$ cat src/rtl/mbist_access_ctrl_if.sv
// System-side access port of the MBIST access controller.
// The requester drives the master modport; the controller implements the slave side.
interface mbist_access_ctrl_if #(
  parameter int AW = 8,
  parameter int DW = 4
);
  logic          sys_req;
  logic          sys_we;
  logic [AW-1:0] sys_addr;
  logic [DW-1:0] sys_wdata;
  logic          sys_gnt;
  logic [DW-1:0] sys_rdata;

  modport master (
    output sys_req, sys_we, sys_addr, sys_wdata,
    input  sys_gnt, sys_rdata
  );

  modport slave (
    input  sys_req, sys_we, sys_addr, sys_wdata,
    output sys_gnt, sys_rdata
  );
endinterface

$ cat src/rtl/mbist_access_ctrl.sv
// Shares a single-port test SRAM between the system port and a March C engine.
// It drains system traffic, runs the engine, compacts read data into a MISR and reports pass/fail/timeout.
module mbist_access_ctrl #(
  parameter int            AW         = 8,
  parameter int            DW         = 4,
  parameter logic [15:0]   TO_CYCLES  = 16'd8192,
  parameter logic [DW-1:0] MISR_POLY  = 4'b0011,
  parameter logic [DW-1:0] GOLDEN_SIG = 4'b0000
) (
  input  logic                clk,
  input  logic                rst_n,
  mbist_access_ctrl_if.slave  sys,
  input  logic                bist_start,
  input  logic                bist_clr,
  output logic                bist_busy,
  output logic                bist_done,
  output logic                bist_pass,
  output logic                bist_timeout,
  output logic [DW-1:0]       bist_sig,
  output logic [15:0]         bist_cycles,
  output logic                eng_en,
  input  logic [AW-1:0]       eng_addr,
  input  logic [DW-1:0]       eng_wdata,
  input  logic                eng_wen,
  input  logic                eng_done,
  output logic [DW-1:0]       eng_rdata,
  output logic [AW-1:0]       mem_addr,
  output logic [DW-1:0]       mem_wdata,
  output logic                mem_we,
  input  logic [DW-1:0]       mem_rdata
);

  typedef enum logic [2:0] {
    IDLE,
    DRAIN,
    RUN,
    CHECK,
    DONE
  } state_e;

  state_e        state_q, state_d;
  logic [DW-1:0] sig_q, sig_d;
  logic [15:0]   cycles_q, cycles_d;
  logic          pass_q, pass_d;
  logic          timeout_q, timeout_d;
  logic          run_first_q, run_first_d;
  logic          sys_gnt;
  logic [DW-1:0] misr_next;

  always_ff @(posedge clk or negedge rst_n) begin
    if (!rst_n) begin
      state_q     <= IDLE;
      sig_q       <= '0;
      cycles_q    <= '0;
      pass_q      <= 1'b0;
      timeout_q   <= 1'b0;
      run_first_q <= 1'b0;
    end else begin
      state_q     <= state_d;
      sig_q       <= sig_d;
      cycles_q    <= cycles_d;
      pass_q      <= pass_d;
      timeout_q   <= timeout_d;
      run_first_q <= run_first_d;
    end
  end

  assign misr_next = ({sig_q[DW-2:0], 1'b0} ^ (sig_q[DW-1] ? MISR_POLY : '0)) ^ mem_rdata;

  always_comb begin
    state_d     = state_q;
    sig_d       = sig_q;
    cycles_d    = cycles_q;
    pass_d      = pass_q;
    timeout_d   = timeout_q;
    run_first_d = (state_q == DRAIN);
    sys_gnt     = 1'b0;
    mem_addr    = sys.sys_addr;
    mem_wdata   = sys.sys_wdata;
    mem_we      = 1'b0;

    unique case (state_q)
      IDLE, DONE: begin
        if (bist_start) begin
          state_d   = DRAIN;
          sig_d     = '0;
          cycles_d  = '0;
          pass_d    = 1'b0;
          timeout_d = 1'b0;
        end else begin
          sys_gnt = sys.sys_req;
          mem_we  = sys.sys_req & sys.sys_we & sys_gnt;
          if ((state_q == DONE) && bist_clr) begin
            state_d   = IDLE;
            pass_d    = 1'b0;
            timeout_d = 1'b0;
          end
        end
      end

      DRAIN: begin
        state_d = RUN;
      end

      RUN: begin
        mem_addr  = eng_addr;
        mem_wdata = eng_wdata;
        mem_we    = eng_wen;
        // The first RUN cycle still sees read data from the drained system port.
        if (!run_first_q && !eng_wen) begin
          sig_d = misr_next;
        end
        // The exit cycle is not counted, so a timeout leaves the count at TO_CYCLES-1.
        if (eng_done) begin
          state_d = CHECK;
        end else if (cycles_q == (TO_CYCLES - 16'd1)) begin
          state_d   = DONE;
          timeout_d = 1'b1;
          pass_d    = 1'b0;
        end else if (cycles_q != 16'hFFFF) begin
          cycles_d = cycles_q + 16'd1;
        end
      end

      CHECK: begin
        pass_d    = (sig_q == GOLDEN_SIG);
        timeout_d = 1'b0;
        state_d   = DONE;
      end

      default: begin
        state_d = IDLE;
      end
    endcase
  end

  assign sys.sys_gnt   = sys_gnt;
  assign sys.sys_rdata = mem_rdata;
  assign eng_rdata     = mem_rdata;
  assign eng_en        = (state_q == RUN) && run_first_q;
  assign bist_busy     = (state_q == DRAIN) || (state_q == RUN) || (state_q == CHECK);
  assign bist_done     = (state_q == DONE);
  assign bist_pass     = pass_q;
  assign bist_timeout  = timeout_q;
  assign bist_sig      = sig_q;
  assign bist_cycles   = cycles_q;

endmodule

$ cat src/flat_wrapper.sv
// flat-port wrapper written by rule: the top's interface ports become plain ports
module mbist_access_ctrl_flat 
#(
  parameter int            AW         = 8,
  parameter int            DW         = 4,
  parameter logic [15:0]   TO_CYCLES  = 16'd8192,
  parameter logic [DW-1:0] MISR_POLY  = 4'b0011,
  parameter logic [DW-1:0] GOLDEN_SIG = 4'b0000
)
  (clk, rst_n, bist_start, bist_clr, bist_busy, bist_done, bist_pass, bist_timeout, bist_sig, bist_cycles, eng_en, eng_addr, eng_wdata, eng_wen, eng_done, eng_rdata, mem_addr, mem_wdata, mem_we, mem_rdata, sys_sys_req, sys_sys_we, sys_sys_addr, sys_sys_wdata, sys_sys_gnt, sys_sys_rdata);
  mbist_access_ctrl_if #(.AW(AW), .DW(DW)) sys_i ();
  input  logic clk;
  input  logic rst_n;
  input  logic bist_start;
  input  logic bist_clr;
  output logic bist_busy;
  output logic bist_done;
  output logic bist_pass;
  output logic bist_timeout;
  output logic [DW-1:0] bist_sig;
  output logic [15:0] bist_cycles;
  output logic eng_en;
  input  logic [AW-1:0] eng_addr;
  input  logic [DW-1:0] eng_wdata;
  input  logic eng_wen;
  input  logic eng_done;
  output logic [DW-1:0] eng_rdata;
  output logic [AW-1:0] mem_addr;
  output logic [DW-1:0] mem_wdata;
  output logic mem_we;
  input  logic [DW-1:0] mem_rdata;
  input wire logic [$bits(sys_i.sys_req)-1:0] sys_sys_req;
  input wire logic [$bits(sys_i.sys_we)-1:0] sys_sys_we;
  input wire logic [$bits(sys_i.sys_addr)-1:0] sys_sys_addr;
  input wire logic [$bits(sys_i.sys_wdata)-1:0] sys_sys_wdata;
  output wire logic [$bits(sys_i.sys_gnt)-1:0] sys_sys_gnt;
  output wire logic [$bits(sys_i.sys_rdata)-1:0] sys_sys_rdata;
  assign sys_i.sys_req = sys_sys_req;
  assign sys_i.sys_we = sys_sys_we;
  assign sys_i.sys_addr = sys_sys_addr;
  assign sys_i.sys_wdata = sys_sys_wdata;
  assign sys_sys_gnt = sys_i.sys_gnt;
  assign sys_sys_rdata = sys_i.sys_rdata;
  mbist_access_ctrl #(.AW(AW), .DW(DW), .TO_CYCLES(TO_CYCLES), .MISR_POLY(MISR_POLY), .GOLDEN_SIG(GOLDEN_SIG)) u_core (.clk(clk), .rst_n(rst_n), .sys(sys_i), .bist_start(bist_start), .bist_clr(bist_clr), .bist_busy(bist_busy), .bist_done(bist_done), .bist_pass(bist_pass), .bist_timeout(bist_timeout), .bist_sig(bist_sig), .bist_cycles(bist_cycles), .eng_en(eng_en), .eng_addr(eng_addr), .eng_wdata(eng_wdata), .eng_wen(eng_wen), .eng_done(eng_done), .eng_rdata(eng_rdata), .mem_addr(mem_addr), .mem_wdata(mem_wdata), .mem_we(mem_we), .mem_rdata(mem_rdata));
endmodule
$ cat config.mk
export PLATFORM = sky130hd
export DESIGN_NAME = mbist_access_ctrl_flat
export DESIGN_NICKNAME = d
export VERILOG_FILES = /design/src/rtl/mbist_access_ctrl_if.sv /design/src/rtl/mbist_access_ctrl.sv /design/src/flat_wrapper.sv
export SDC_FILE = /design/constraint.sdc
export NUM_CORES = 1
export LEC_CHECK = 0
export ABC_AREA = 1
export CORE_MARGIN = 2
export CORE_UTILIZATION = 30
export CTS_BUF_LIST = sky130_fd_sc_hd__clkbuf_8
export CTS_CLUSTER_SIZE = 24
export DETAILED_ROUTE_END_ITERATION = 12
export PLACE_DENSITY = 0.6
export RECOVER_POWER = 25
export SYNTH_ARGS = -nofsm -noshare
export SYNTH_HDL_FRONTEND = slang
export SYNTH_SLANG_ARGS = --single-unit
$ cat constraint.sdc
create_clock -name clk -period 2.2 [get_ports clk]
set_clock_uncertainty 0.1 [all_clocks]
set_input_delay 0.55 -clock clk [delete_from_list [all_inputs] [get_ports clk]]
set_output_delay 0.55 -clock clk [all_outputs]
set_load 0.05 [all_outputs]
==> metrics.yaml, run 1 <==
final_layout:
  drive_gt1_frac: 0.308
  final_area_mm2: 0.00328
  mostFrequentLayoutCell: "nand2_1"
  final_net_count: 424
  fill_cells: 618
  antenna_cells: 0
  area_growth_pct: 63.5
  stdcell_count: 463
  multi_input_area_mm2: 0.00117
  seq_area_um2: 653
  layout_common_cells: "100 x nand2_1, 35 x clkdlybuf4s50_1, 34 x buf_4, 29 x nor2_1, 26 x buf_12"
floorplan:
  fp-row-count: 29
  die_width_um: 85.8
  initial_core_util: 0.312
  dieArea_mm2: 0.00736
  num_io_pins: 83
  die_y_um: 85.8
  fp.coreArea_mm2: 0.00642
worst_setup_path:
  crit_path_end: "mem_addr[3]"
  r2r-start: "u_core.state_q[0]$_DFFE_PN0P_"
  reg2reg_depth: 9
  cp-end-kind: "output pin"
  startpoint_type: "flop"
  cp_max_fo: 7
  crit_start: "u_core.state_q[0]$_DFFE_PN0P_"
  reg2reg_to: "u_core.bist_cycles[11]$_DFFE_PN0P_"
  crit_type: "reg2out"
  cp.arrival_ps: 1490
  critical_path_required_ps: 1550
  rrSetupSlack_ps: 290
clocking:
  cts_root_buf: "clkbuf_8"
  cts_buffers: 3
  cts_tree: "yes"
  clock_latency_ps: 270
  clockBufferDepth: 2
  cts_hold_buf: 0
  cts_htree_levels: 1
  clock_sinks: 26
  clk_pin_slew_worst_paths_ps: 90
timing:
  hold_violations: 0
  min_period_over_period: 0.973
  grt_setup_unrepaired: "true"
  tightest_slew_ps: 680
  period_needed_ps: 2140
  holdWs_ps: 396
  slew_viol_final: 0
  slew_headroom: 0.547
  setup_viol: 0
  fmax_mhz: 467
run:
  cap_violations: 0
global_route:
  grt_usage: 0.150
  grt_pass1_vias: 1998
  grt_max_degree: 31
  grt.overflow.total: 0
  grt_pass1_wl_mm: 9.15
  antenna_found_initial: 0
yosys:
  synth-compound-area-share: 0.127
  netlist_top_cells_area: "dfrtp_1 32%, nand2_1 21%, o21ai_2 6.1%"
  yosys_warnings: 0
  syn_nets: 334
  synth.yosys.seq_area_share: 0.324
  synth_top_family_by_area: "simple AND/OR/NAND/NOR gates"
  syn_area_mm2: 0.00201
  async_flop_share: 1.00
  synth_mux_area_frac: 0
  synthAdderAreaFrac: 0.00623
  synthSimpleGateAreaFrac: 0.405
  synth_edf_count: 0
  synth.distinct_cells: 26
  ys_ff_latch: 26
  avgSynthCellArea_um2: 6.76
  synth_xor_area_frac: 0.0218
  synth_top_area_frac: 0.324
  synth_flop_cell: "dfrtp_1"
  synth_area_leader_cell: "dfrtp_1"
  syn_inst: 297
power:
  power_mw: 3.56
  vdd_drop_max_v: 0.000491
  power_leakage_nw: 1.55
  powerDensity_mw_per_mm2: 1090
drt:
  num_vias: 2079
  wl_per_cell_um: 11.4
  drtIter0Drc: 88
  ant_nets: 0
  drt_wl_total_mm: 5.30
  via_per_inst: 4.49
  drtPass1Iterations: 8
  drc: 9
placement:
  io_buffers: 82
  dp_hpwl_mm: 4.07
  routabilityCongestion: 0.822
  dp.cells: 450
  placed_area_mm2: 0.00310
hold_path:
  hold_class: "reg2reg"
run_status:
  violations: "design-rule violations"
  status: "finished with violations"
how the worst min path moves through the flow:
stage                                        endpoint  depth (start not counted)  slack, ps                       startpoint
floorplan           u_core.bist_cycles[0]$_DFFE_PN0P_                          0        150                            rst_n
global placement         u_core.bist_pass$_DFFE_PN0P_                          2        370     u_core.bist_pass$_DFFE_PN0P_
detailed placement    u_core.bist_timeout$_DFFE_PN0P_                          2        380  u_core.bist_timeout$_DFFE_PN0P_
CTS                   u_core.bist_timeout$_DFFE_PN0P_                          2        400  u_core.bist_timeout$_DFFE_PN0P_
global route          u_core.bist_timeout$_DFFE_PN0P_                          2        430  u_core.bist_timeout$_DFFE_PN0P_
finish                u_core.bist_timeout$_DFFE_PN0P_                          2        400  u_core.bist_timeout$_DFFE_PN0P_
cell type report:
cell class | instances | share of cell area
multi-input cells | 226 | 0.358
inverters | 29 | 0.0332
flip-flops and latches | 26 | 0.199
well taps | 77 | 0.0294
clock inverters | 1 | 0.00915
clock buffers | 3 | 0.0126
repair buffers | 101 | 0.359
per-stage QoR:
step | setup WS (ps) | util | TNS, ps
2_1_floorplan | 29.7 | - | 0
6_report | 60.3 | 0.511 | 0
3_5_place_dp | -8.96 | 0.483 | -8.96
3_3_place_gp | 34.2 | 0.483 | 0
4_1_cts | 14.2 | 0.502 | 0
5_1_grt | -22.0 | 0.511 | -90.7
registers in the layout, summed over array words and instances, names as in the netlist:
name and count:
u_core.bist_pass 1, u_core.state_q 3, u_core.bist_timeout 1, u_core.run_first_q 1, u_core.bist_sig 4, u_core.bist_cycles 16
cells by family (layout without fill, tap and decap cells):
group | Yosys count | after routing
AOI/OAI and AO/OA | 35 | 35
DFF | 26 | 26
buffers and inverters | 45 | 134
xor gates and xnor gates | 5 | 5
and+or+nand+nor | 185 | 185
adders and majority gates | 1 | 1
synth_stat cells, types with 3 or more instances:
master   count
xor2_1       5
a21oi_1      4
buf_6        3
inv_2        5
nand2_1    110
o21ai_1      3
nand4_1      5
o21ai_0      9
nand2_2      4
o21ai_2     14
buf_4       10
dfrtp_1     26
nand3_2      3
buf_2        3
nand3_1     21
nor2_4       3
nor2_2       5
nor2_1      31
inv_1       24
worst max-delay path: stages, from the launching register on:
cell and delay, ps:
dfrtp_2 480, buf_4 170, nor2_4 130, buf_4 140, nand2_1 50, nand2_1 100
buf_12 150
layer usage:
| metal | track usage | vias to the layer above | wire length (um) |
|---|---|---|---|
| met2 | 0.263 | 48 | 2610 |
| met4 | 0.0303 | 0 | 44 |
| met3 | 0.0221 | 4 | 267 |
| li1 | - | 1107 | - |
| met1 | 0.197 | 920 | 2380 |
| met5 | 0 | - | 0 |
report_power, final:
group	internal [mW]	switching (mW)	leakage, nW
clock	0.243	0.153	0.0357
combinational	1.05	1.45	1.16
sequential	0.561	0.107	0.353
what timing repair did:
| action | in CTS | in global routing |
|---|---|---|
| buffers inserted | 5 | 4 |
| pin swaps | 2 | 3 |
| setup endpoints to repair | 14 | 14 |
| gates resized for setup | 6 | 12 |
| hold endpoints to repair | 0 | 0 |
Note: power is estimated with default switching activity, not from simulation.
==> run 2: changes to the inputs <==
Settings changed: CORE_MARGIN 2 to 4, SLEW_MARGIN from default to 20.
==> run 2 against run 1 <==
  * Setup slack improved by 15 ps
  * Largest power group unchanged
  * Hold slack improved by 5.8 ps
  * Sequential power decreased by 2%
  * Cell area decreased by 2.1%
  * First-iteration DRC count decreased by 20%
  * The run now ends clean
  * Critical path depth decreased by 5
  * Sequential share of layout area increased by 0.43 points
  * Power decreased by 3.9%
  * Core utilization decreased by 1.1 points
  * Die area increased by 9.5%
  * Global-route usage decreased by 1.7 points
  * Via count decreased by 1.2%
==> metrics.yaml, run 2 (synthesis results as in run 1) <==
clocking:
  cts_hold_buf: 0  # unchanged
  clock_sinks: 26  # unchanged
  clock_latency_ps: 270  # about the same
  cts_buffers: 3  # unchanged
  cts_tree: "yes"  # unchanged
  clockBufferDepth: 2  # unchanged
  cts_htree_levels: 1  # unchanged
  cts_root_buf: "clkbuf_8"  # unchanged
  clk_pin_slew_worst_paths_ps: 90  # about the same
placement:
  io_buffers: 82  # unchanged
  routabilityCongestion: 0.812  # was 0.822
  dp_hpwl_mm: 4.20  # was 4.07 mm
  dp.cells: 449  # was 450
worst_setup_path:
  crit_chain: "clkdlybuf4s50_1"  # was buf_4 > nor2_4 > buf_4 > nand2_1 > nand2_1 > buf_12
  critPathMaxStageDelay_ps: 810  # was 480 ps
  cp_max_fo: 3  # was 7
  crit_type: "reg2out"  # unchanged
  cp-end-kind: "output pin"  # unchanged
  cp.arrival_ps: 1470  # was 1490 ps
  startpoint_type: "flop"  # unchanged
  critical_path_required_ps: 1550  # about the same
  cp_top_family: "buffers and inverters"  # was flip-flops
  slowest_stage: "clkdlybuf4s50_1"  # was dfrtp_2
  critPathBufInv: 1  # was 3
final_layout:
  post-route-util: 0.500  # was 0.511
  layout_common_cells: "109 x nand2_1, 35 x clkdlybuf4s50_1, 30 x buf_4, 29 x nor2_1, 28 x buf_12"  # was 100 x nand2_1, 35 x clkdlybuf4s50_1, 34 x buf_4, 29 x nor2_1, 26 x buf_12
  drive_gt1_frac: 0.281  # was 0.308
  mostFrequentLayoutCell: "nand2_1"  # unchanged
  fill_cells: 614  # was 618
  largest_reg_flops: 16  # unchanged
  stdcell_count: 458  # was 463
  final_net_count: 419  # was 424
  area_growth_pct: 60.1  # was 63.5%
  antenna_cells: 0  # unchanged
global_route:
  grt.overflow.total: 0  # unchanged
  grt_usage: 0.133  # was 0.150
  grt_max_degree: 31  # unchanged
  grt_pass1_vias: 1926  # was 1998
  antenna_found_initial: 0  # unchanged
  grt_pass1_wl_mm: 9.09  # was 9.15 mm
drt:
  drtIter0Drc: 70  # was 88
  drc: 0  # was 9
  ant_nets: 0  # unchanged
  wl_per_cell_um: 11.8  # was 11.4 um
  via_per_inst: 4.48  # was 4.49
  drt_wl_total_mm: 5.39  # was 5.30 mm
  num_vias: 2054  # was 2079
  drtPass1Iterations: 4  # was 8
power:
  powerDensity_mw_per_mm2: 1070  # was 1090 mW/mm^2
  power_leakage_nw: 1.52  # was 1.55 nW
  vdd_drop_max_v: 0.000412  # was 0.000491 V
timing:
  grt_setup_unrepaired: "true"  # unchanged
  slew_headroom: 0.566  # was 0.547
  min_period_over_period: 0.966  # was 0.973
  slew_viol_final: 0  # unchanged
  hold_violations: 0  # unchanged
  period_needed_ps: 2120  # was 2140 ps
  setup_viol: 0  # unchanged
  tightest_slew_ps: 651  # was 680 ps
  fmax_mhz: 471  # was 467 MHz
  holdWs_ps: 402  # was 396 ps
floorplan:
  initial_core_util: 0.312  # unchanged
  fp.coreArea_mm2: 0.00642  # unchanged
  fp-row-count: 29  # unchanged
  dieArea_mm2: 0.00806  # was 0.00736 mm^2
  die_width_um: 89.8  # was 85.8 um
  num_io_pins: 83  # unchanged
  die_y_um: 89.8  # was 85.8 um
run:
  cap_violations: 0  # unchanged
run_status:
  status: "finished clean"  # was finished with violations
hold_path:
  hold_class: "reg2reg"  # unchanged
-- run 2: cell count changes in the layout (fill, tap and decap cells not counted), sizes merged --
| cell | delta |
|---|---|
| buf | -3 |
| dlymetal6s2s | -1 |
| bufinv | -1 |
-- run 2: layout make-up --
type,instances,area [um^2],area share
clock buffer,4,55.1,0.0171
inverter,29,109,0.0339
multi-input combinational,226,1140,0.355
sequential,26,653,0.203
tap,77,96.3,0.0300
timing repair buffer,96,1160,0.361
-- run 2: through the flow --
step                area (um^2)  setup TNS, ps  setup WS, ps  power, mW
floorplan                  2020              0          29.7       2.10
global placement           3090              0          37.6       3.02
detailed placement         3090              0          2.70       3.03
CTS                        3190              0          35.8       3.42
global route               3210          -33.2         -12.7       3.64
finish                     3210              0          75.2       3.42
-- run 2: what timing repair did --
item	CTS	global route
cloned	0	0
setup endpoints to repair	13	13
setup buffers	3	2
pin swaps	2	1
gates resized for setup	4	1
-- run 2: worst paths after layout --
check | depth (start not counted) | end | slack (ps) | from
hold / removal | 2 | u_core.bist_timeout$_DFFE_PN0P_ | 400 | u_core.bist_timeout$_DFFE_PN0P_
max in group asynchronous | 2 | u_core.state_q[0]$_DFFE_PN0P_ | 820 | rst_n
min in group asynchronous | 2 | u_core.bist_cycles[15]$_DFFE_PN0P_ | 720 | rst_n
hold reg to reg | 2 | u_core.bist_timeout$_DFFE_PN0P_ | 400 | u_core.bist_timeout$_DFFE_PN0P_
setup / recovery | 1 | bist_sig[1] | 80 | u_core.bist_sig[1]$_DFFE_PN0P_
setup reg to reg | 9 | u_core.bist_cycles[5]$_DFFE_PN0P_ | 320 | u_core.state_q[0]$_DFFE_PN0P_
-- run 2: report_power, final --
| part | switching [mW] | internal (mW) |
|---|---|---|
| registers | 0.0954 | 0.561 |
| logic | 1.44 | 1.02 |
| clock network | 0.154 | 0.160 |
-- run 2: worst reg2reg max path, stage by stage (launching register included) --
cell and delay, ps:
dfrtp_2 470, buf_12 150, nor2_4 120, buf_4 150, buf_4 240, nand3_2 140, nand3_4 100, buf_12 190
nand2_1 100, o21ai_2 60
-- run 2: layer usage --
metal	share of wire	global-route usage	vias up
li1	-	-	1101
met1	0.47	0.174	900
met2	0.48	0.231	49
met3	0.047	0.0284	4
met4	0.0067	0.0217	0
met5	0	0	-
==> edit: new RTL, flow settings as in run 1 <==
The 5 states of `state_e` get a Gray code encoding in 3 bits.
--- a/src/rtl/mbist_access_ctrl.sv
+++ b/src/rtl/mbist_access_ctrl.sv
@@ -32,9 +32,9 @@
 
   typedef enum logic [2:0] {
-    IDLE,
-    DRAIN,
-    RUN,
-    CHECK,
-    DONE
+    IDLE  = 3'b000,
+    DRAIN = 3'b001,
+    RUN   = 3'b011,
+    CHECK = 3'b010,
+    DONE  = 3'b110
   } state_e;
 
Function: no difference found for any inputs over 10 cycles, from zero or initial values and one cycle with rst_n low; not proved beyond that.
==> edit against run 1 <==
Die area is 1.3% higher. Global-route usage grew 0.39 points. Final area rose by 3.3%. Total power grew 3.6%. Worst setup slack lost 0.055 ns. Synthesized area up 1.3%. Sequential cell count unchanged. Wire length increased by 8.0%. Final cell count increased by 0.86%. Critical path type unchanged. Critical endpoint is now mem_we.
==> edit: results (changes against run 1) <==
route.final.wire_length_um: 5718  # +8.0%
drt_first_pass_iters: 4  # -4
cts_root_buf: "clkbuf_8"
routed_via_density: 4.580  # +2.0%
place_congestion: 0.7847  # -4.5%
holdPathEnd: "u_core.bist_pass"
min_from: "u_core.bist_pass"
nets: 425  # +0.24%
crit-reg2reg-launch: "u_core.state_q[2]"
dpl.hpwl_um: 4253  # +4.5%
post_route_cells_drive_above_1_share_pct: 32.56  # +1.7 points
vdd_ir_drop_max_uv: 486.2  # -1.0%
drtIter0Drc: 73  # -17%
arrival_ns: 1.54  # +0.05 ns
drt-met1-wl_um: 2502  # +5.3%
worstMarginPinSlew_ns: 0.4894  # -0.1904 ns
r2r_end: "u_core.bist_sig[1]"
grt_use_total_pct: 15.38  # +0.39 points
status: "finished clean"
grt_max_degree: 27  # -13%
reg2reg_depth: 9  # unchanged
synthTopCellsByCount: "nand2_1 (108), nor2_1 (36), nand3_1 (28)"
grt_pass1_wl_um: 9294  # +1.6%
ys_top_cells_by_area: "dfrtp_1 (32%), nand2_1 (20%), nand3_1 (6.9%), nor2_1 (6.6%), nand2_2 (4.3%)"
ys_seq_area_share_pct: 32.00  # -0.42 points
wl_met2_um: 2921  # +12%
wl_met3_um: 237  # -11%
clock_latency_ns: 0.28
-- edit: what timing repair did --
item                                    4_1_cts  5_1_grt
setup buffers                                 4        5
pin swaps                                     1        9
hold buffers                                  0        0
endpoints found under the setup margin       13       14
gates resized for setup                       4       29
-- edit: worst max path at each step --
stage,from,to,slack (ns),cells after the start
4_1_cts,bist_start,mem_we,0.001,7
3_3_place_gp,bist_start,mem_we,0.03,7
3_5_place_dp,bist_start,mem_we,0.02,7
5_1_grt,u_core.state_q[2],mem_we,-0.08,5
2_1_floorplan,u_core.state_q[2],mem_we,0.009,5
6_report,u_core.state_q[2],mem_we,0.005,5
-- edit: through the flow --
stage               hold slack, ns  power, µW  setup slack [ns]  cells  area, µm²
floorplan                   0.1544       2208          0.008899    298       2047
global placement            0.3584       3061           0.02607    454       3136
detailed placement          0.3679       3068           0.01966    454       3136
CTS                         0.3906       3564          0.001330    462       3253
global route                0.4309       3915          -0.07873    467       3391
finish                      0.3819       3693          0.005304    467       3391
-- edit: critical path, cell delays in order (launching register included) --
cell     delay, ns
dfrtp_2       0.47
nor2_4        0.22
nand2_8       0.13
buf_4         0.16
o21ai_4       0.14
buf_12        0.15
-- edit: cell families (layout without fill, tap and decap cells) --
kind of cell             count (synthesis)  after routing  synth area share (%)
flip-flops                              26             26                 32.00
XOR/XNOR                                 7              7                 3.015
buffers and inverters                   38            127                 10.15
adder cells (fa/ha/maj)                  1              1                0.6153
AO/OA/AOI/OAI                           18             18                 5.169
AND/OR/NAND/NOR                        208            208                 49.05
-- edit: power by group --
group	leakage, µW	switching, µW	internal, µW	total (µW)
clock	0.0000357	164	244	408
sequential	0.000351	102	574	676
combinational	0.00122	1560	1050	2610
total	0.00161	1830	1860	3690
-- edit: layout make-up --
type,instances,area [µm²],area share (%)
clock buffer,3,41.29,1.218
sequential,26,653.1,19.26
inverter,23,112.6,3.321
clock inverter,1,30.03,0.8856
multi-input combinational,234,1274,37.56
timing repair buffer,100,1180,34.80
tap,80,100.1,2.952
-- edit: layer usage --
metal / GRT usage (%) / vias to the layer above
met3: 2.857 / 6
met5: 0 / -
li1: - / 1115
met1: 20.30 / 974
met2: 26.36 / 44
met4: 3.125 / 0
